==> config.mk <==
export PLATFORM = sky130hd
export DESIGN_NAME = count_ctrl_flat
export DESIGN_NICKNAME = d
export VERILOG_FILES = /design/src/rtl/count_ctrl_if.sv /design/src/rtl/count_ctrl.sv /design/src/flat_wrapper.sv
export SDC_FILE = /design/constraint.sdc
export NUM_CORES = 1
export LEC_CHECK = 0
export CAP_MARGIN = 15
export CORE_MARGIN = 1.5
export CORE_UTILIZATION = 35
export CTS_CLUSTER_DIAMETER = 40
export DETAILED_ROUTE_END_ITERATION = 12
export PLACE_DENSITY = 0.72
export SLEW_MARGIN = 20
export SYNTH_ARGS = -nofsm -noshare
export SYNTH_HDL_FRONTEND = slang
export SYNTH_SLANG_ARGS = --single-unit
==> constraint.sdc <==
create_clock -name clk -period 1.6 [get_ports clk]
set_input_delay 0.32 -clock clk [delete_from_list [all_inputs] [get_ports clk]]
set_output_delay 0.32 -clock clk [all_outputs]
set_load 0.005 [all_outputs]
==> src/rtl/count_ctrl_if.sv <==
// Bus between count_ctrl and the COUNT evaluator / run controller.
// master is the count_ctrl side, slave is the neighbouring logic.
interface count_ctrl_if;
   logic       start;
   logic       stop;
   logic       clear;
   logic [7:0] count_nxt;
   logic       A;
   logic       B;
   logic       C;
   logic [1:0] state;
   logic [7:0] count_q;
   logic       done;

   modport master (
      input  start, stop, clear, count_nxt,
      output A, B, C, state, count_q, done
   );

   modport slave (
      output start, stop, clear, count_nxt,
      input  A, B, C, state, count_q, done
   );
endinterface

==> src/rtl/count_ctrl.sv <==
// Event synchronisers, run-state sequencer and count register in front of
// the combinational COUNT evaluator.
module count_ctrl #(
   parameter int         SYNC_STAGES = 2,
   parameter logic [7:0] LIMIT       = 8'd255
) (
   input  logic         clk,
   input  logic         rst,
   input  logic         a_raw,
   input  logic         b_raw,
   input  logic         c_raw,
   count_ctrl_if.master bus
);
   localparam int DW = $clog2(SYNC_STAGES + 2);

   typedef enum logic [1:0] {
      IDLE  = 2'b00,
      RUN   = 2'b01,
      DRAIN = 2'b10,
      DONE  = 2'b11
   } state_t;

   logic [2:0]                  raw;
   logic [2:0][SYNC_STAGES-1:0] sync;
   logic [2:0]                  hist;
   logic [2:0]                  pulse;

   state_t        st;
   logic [DW-1:0] drain;
   logic [7:0]    cnt;
   logic          done_r;

   assign raw = {c_raw, b_raw, a_raw};

   always_ff @(posedge clk) begin
      if (rst) begin
         sync  <= '0;
         hist  <= '0;
         pulse <= '0;
      end else begin
         for (int i = 0; i < 3; i++) begin
            sync[i]  <= {sync[i][SYNC_STAGES-2:0], raw[i]};
            hist[i]  <= sync[i][SYNC_STAGES-1];
            pulse[i] <= sync[i][SYNC_STAGES-1] & ~hist[i];
         end
      end
   end

   // Drain covers the pulses still inside the synchroniser when stop lands.
   always_ff @(posedge clk) begin
      if (rst) begin
         st     <= IDLE;
         drain  <= '0;
         cnt    <= '0;
         done_r <= 1'b0;
      end else begin
         cnt <= bus.clear ? 8'd0 : bus.count_nxt;
         if (bus.clear) begin
            st     <= IDLE;
            drain  <= '0;
            done_r <= 1'b0;
         end else begin
            case (st)
               IDLE: if (bus.start) st <= RUN;
               RUN: begin
                  if (bus.count_nxt == LIMIT) begin
                     st     <= DONE;
                     done_r <= 1'b1;
                  end else if (bus.stop) begin
                     st    <= DRAIN;
                     drain <= DW'(SYNC_STAGES + 1);
                  end
               end
               DRAIN: begin
                  drain <= drain - DW'(1);
                  if (bus.count_nxt == LIMIT || drain == DW'(1)) begin
                     st     <= DONE;
                     done_r <= 1'b1;
                  end
               end
               DONE: st <= DONE;
               default: st <= IDLE;
            endcase
         end
      end
   end

   assign bus.A       = pulse[0];
   assign bus.B       = pulse[1];
   assign bus.C       = pulse[2];
   assign bus.state   = st;
   assign bus.count_q = cnt;
   assign bus.done    = done_r;
endmodule

==> src/flat_wrapper.sv <==
// flat-port wrapper written by rule: the top's interface ports become plain ports
module count_ctrl_flat 
#(
   parameter int         SYNC_STAGES = 2,
   parameter logic [7:0] LIMIT       = 8'd255
)
  (clk, rst, a_raw, b_raw, c_raw, bus_start, bus_stop, bus_clear, bus_count_nxt, bus_A, bus_B, bus_C, bus_state, bus_count_q, bus_done);
  count_ctrl_if bus_i ();
  input  logic clk;
  input  logic rst;
  input  logic a_raw;
  input  logic b_raw;
  input  logic c_raw;
  input wire logic [$bits(bus_i.start)-1:0] bus_start;
  input wire logic [$bits(bus_i.stop)-1:0] bus_stop;
  input wire logic [$bits(bus_i.clear)-1:0] bus_clear;
  input wire logic [$bits(bus_i.count_nxt)-1:0] bus_count_nxt;
  output wire logic [$bits(bus_i.A)-1:0] bus_A;
  output wire logic [$bits(bus_i.B)-1:0] bus_B;
  output wire logic [$bits(bus_i.C)-1:0] bus_C;
  output wire logic [$bits(bus_i.state)-1:0] bus_state;
  output wire logic [$bits(bus_i.count_q)-1:0] bus_count_q;
  output wire logic [$bits(bus_i.done)-1:0] bus_done;
  assign bus_i.start = bus_start;
  assign bus_i.stop = bus_stop;
  assign bus_i.clear = bus_clear;
  assign bus_i.count_nxt = bus_count_nxt;
  assign bus_A = bus_i.A;
  assign bus_B = bus_i.B;
  assign bus_C = bus_i.C;
  assign bus_state = bus_i.state;
  assign bus_count_q = bus_i.count_q;
  assign bus_done = bus_i.done;
  count_ctrl #(.SYNC_STAGES(SYNC_STAGES), .LIMIT(LIMIT)) u_core (.clk(clk), .rst(rst), .a_raw(a_raw), .b_raw(b_raw), .c_raw(c_raw), .bus(bus_i));
endmodule
==> impl_metrics.tcl <==
set metrics [dict create \
    status "completed" \
    grt_usage_pct 12.3 \
    multi_input_area_um2 393 \
    synth_ff_type "dfxtp_1" \
    worstSetupPathType "flip-flop to output port" \
    clock_sinks 25 \
    cts_max_path_buffers 2 \
    hold_class "flip-flop to flip-flop" \
    yosys.area.top_type "dfxtp_1" \
    layout-drive-gt1-share_pct 11.8 \
    r2r_end "u_core.bus.state[1]" \
    post-place-ws_ns -0.0855 \
    yosysUniqueCellTypes 25 \
    cp_slowest_cell "clkdlybuf4s50_1" \
    highest_layer "met4" \
    pwr-share-clk_pct 25.3 \
    wl_met1_um 714 \
    first_pass_iters 4 \
    cp_num_buf_inv 1 \
    totalWireLength_um 1620 \
    whs_ns 0.392 \
    coreArea_mm2 0.00248 \
    min_path_cells 1 \
    area_growth_pct 40.3 \
    power.internal_uw 838 \
    synth.yosys.seq_area_share_pct 54.4 \
    synth_most_common_cell "dfxtp_1" \
    cts_root_buf "clkbuf_4" \
    grt_pass1_wl_um 2610 \
    insertion_delay_ns 0.31 \
    synthArstFlopShare_pct 0 \
    swShare_pct 22.6 \
    r2r-start "u_core.bus.state[0]" \
    path_max_fanout 5 \
    numCtsBuffers 3 \
    cpPeakStageDelay_ns 0.50 \
    endpoint_kind "output port" \
    antenna_found_initial 0 \
    synth.avg_cell_area_um2 10.8 \
    n_antenna_cell 0 \
    drt-initial-drc-count 14 \
    max-slew-margin-rel_pct 72.3 \
    netlist_area_um2 920 \
    setup_viol 0 \
    drv_slew 0 \
    p_switching_uw 244 \
    hold_viol 0 \
    startpoint_type "flip-flop" \
    fin_tns_setup_ns 0 \
    rsz0062_at_grt "no" \
    power_frac_comb_pct 14.0 \
    fin_worst_skew_ns 0.00262 \
    via_per_inst 4.54 \
    post_cts_buffers 0 \
    period_share_pct 95.1 \
    fp-row-count 18 \
    dieArea_mm2 0.00294 \
    crit_arrival_ns 1.20 \
    grt_pass1_vias 633 \
    wl_met3_um 131 \
    p_leak_uw 0.000503 \
    clkSlewWorstSetupHoldPaths_ns 0.13 \
    yosys-top-cells-count "dfxtp_1 (25), nor2b_1 (13), and2_1 (7)" \
    synth-seq-cells 25 \
    min_from "u_core.hist[2]" \
    avgRoutedWirePerCell_um 10.9 \
    period_needed_ns 1.52 \
    ir_worst_vdd_mv 0.378 \
    route.vias.total 677 \
    dr_wl_met2_um 742 \
    power.density_mw_per_mm2 840 \
    required_ns 1.28 \
    yosysTopAreaCellShare_pct 54.4 \
    gr-total-overflow 0 \
    cts_htree_levels 1 \
    placedInstanceArea_mm2 0.00126 \
    syn_nets 106 \
    cts_hold_buf 0 \
    ys_warn_count 0 \
    start_util_pct 37.1 \
    synth_area_leaders "dfxtp_1 (54%), nor2b_1 (8.8%), ha_1 (6.8%)" \
    nNetsFinal 141 \
    grt_max_degree 14 \
    die_w_um 54.3 \
    dp_hpwl_um 1240 \
    fmax_ghz 0.657 \
    drc 0 \
    postRouteAntennaNets 0 \
    cap_violations 0 \
    ff2ff_path_depth 6 \
    cts_resized 0 \
    io_pins 30 \
    regArea_um2 505 \
    hold-path-endpoint "u_core.pulse[2]" \
    synthCells 85 \
    cp_top_family "buffers and inverters" \
    setup_ws_ns 0.0782 \
    final_area_mm2 0.00129 \
    die_y_um 54.3 \
    path_cells "clkdlybuf4s50_1" \
    tritoncts "done" \
    numPortBuffers 29 \
    gp_congestion 0.783 \
    seqPwrFrac_pct 60.7 \
    synth_edf_count 0 \
    nFillCells 228 \
    tightest_slew_ns 0.414 \
    r2r_setup_slack_ns 0.14 \
]
## final cells by class
cell class              instances  area share (%)
clock buffers                   4            2.04
flip-flops and latches         25            39.2
inverters                       6            1.75
well taps                      30            2.91
repair buffers                 31            23.7
multi-input cells              53            30.5
## stage by stage
step           total power, uW  util [%]  cells
2_1_floorplan              737         -     85
6_report                  1080      52.1    149
3_5_place_dp               824      50.8    145
4_1_cts                   1090      51.9    149
3_3_place_gp               820      50.8    145
5_1_grt                   1140      52.1    149
## cells in the final DEF (no fill, tap or decap)
cell	count
o21ai_0	2
o22ai_1	1
dfxtp_2	1
clkbuf_1	1
nor3b_2	1
a21oi_1	4
nand2b_1	3
o22ai_2	1
or2_2	1
nand4_4	1
nor2b_1	13
a31oi_1	1
clkbuf_4	3
and2_2	1
inv_1	6
o211ai_2	1
and2b_1	2
nand4_2	1
a2111oi_0	1
dfxtp_1	23
ha_1	5
clkdlybuf4s50_1	29
nand2_1	2
nor3_1	1
nor2_1	2
a32o_1	1
buf_4	2
and2_1	7
nand3_1	1
dfxtp_4	1
## worst max path at each step
stage	slack [ns]	startpoint	endpoint	cells past startpoint
final	0.08	u_core.bus.state[1]	bus_state[1]	1
after global placement	-0.06	bus_count_nxt[6]	u_core.bus.state[1]	5
after global routing	0.01	u_core.bus.state[1]	bus_state[1]	1
after detailed placement	-0.09	bus_count_nxt[5]	u_core.bus.state[1]	5
after floorplan	0.20	u_core.bus.state[0]	u_core.bus.state[1]	6
after CTS	0.005	u_core.bus.state[1]	bus_state[1]	1
## metal layers
layer	vias up	GRT usage (%)
met1	299	13.7
li1	346	-
met4	0	7.50
met3	5	2.46
met5	-	0
met2	27	21.5
## power by group through the flow
stage	logic, uW	clock network (uW)	registers (uW)
after floorplan	65.1	0	672
after global placement	149	0	671
after detailed placement	152	0	672
after CTS	153	282	658
after global routing	168	315	661
final	152	274	658
## flip-flops by register name, indices dropped and copies added (netlist names)
name / flops
u_core.bus.done: 1
u_core.pulse: 3
u_core.bus.count_q: 8
u_core.drain: 2
u_core.sync: 6
u_core.bus.state: 2
u_core.hist: 3
## cells by family after synthesis
| logic type | count (synthesis) | share of synthesized area, % |
|---|---|---|
| simple gates | 36 | 26.5 |
| flops | 25 | 54.4 |
| compound gates | 12 | 9.39 |
| buf+inv | 7 | 2.86 |
| fa+ha+maj | 5 | 6.80 |
Power figures use the tool's default switching activity.
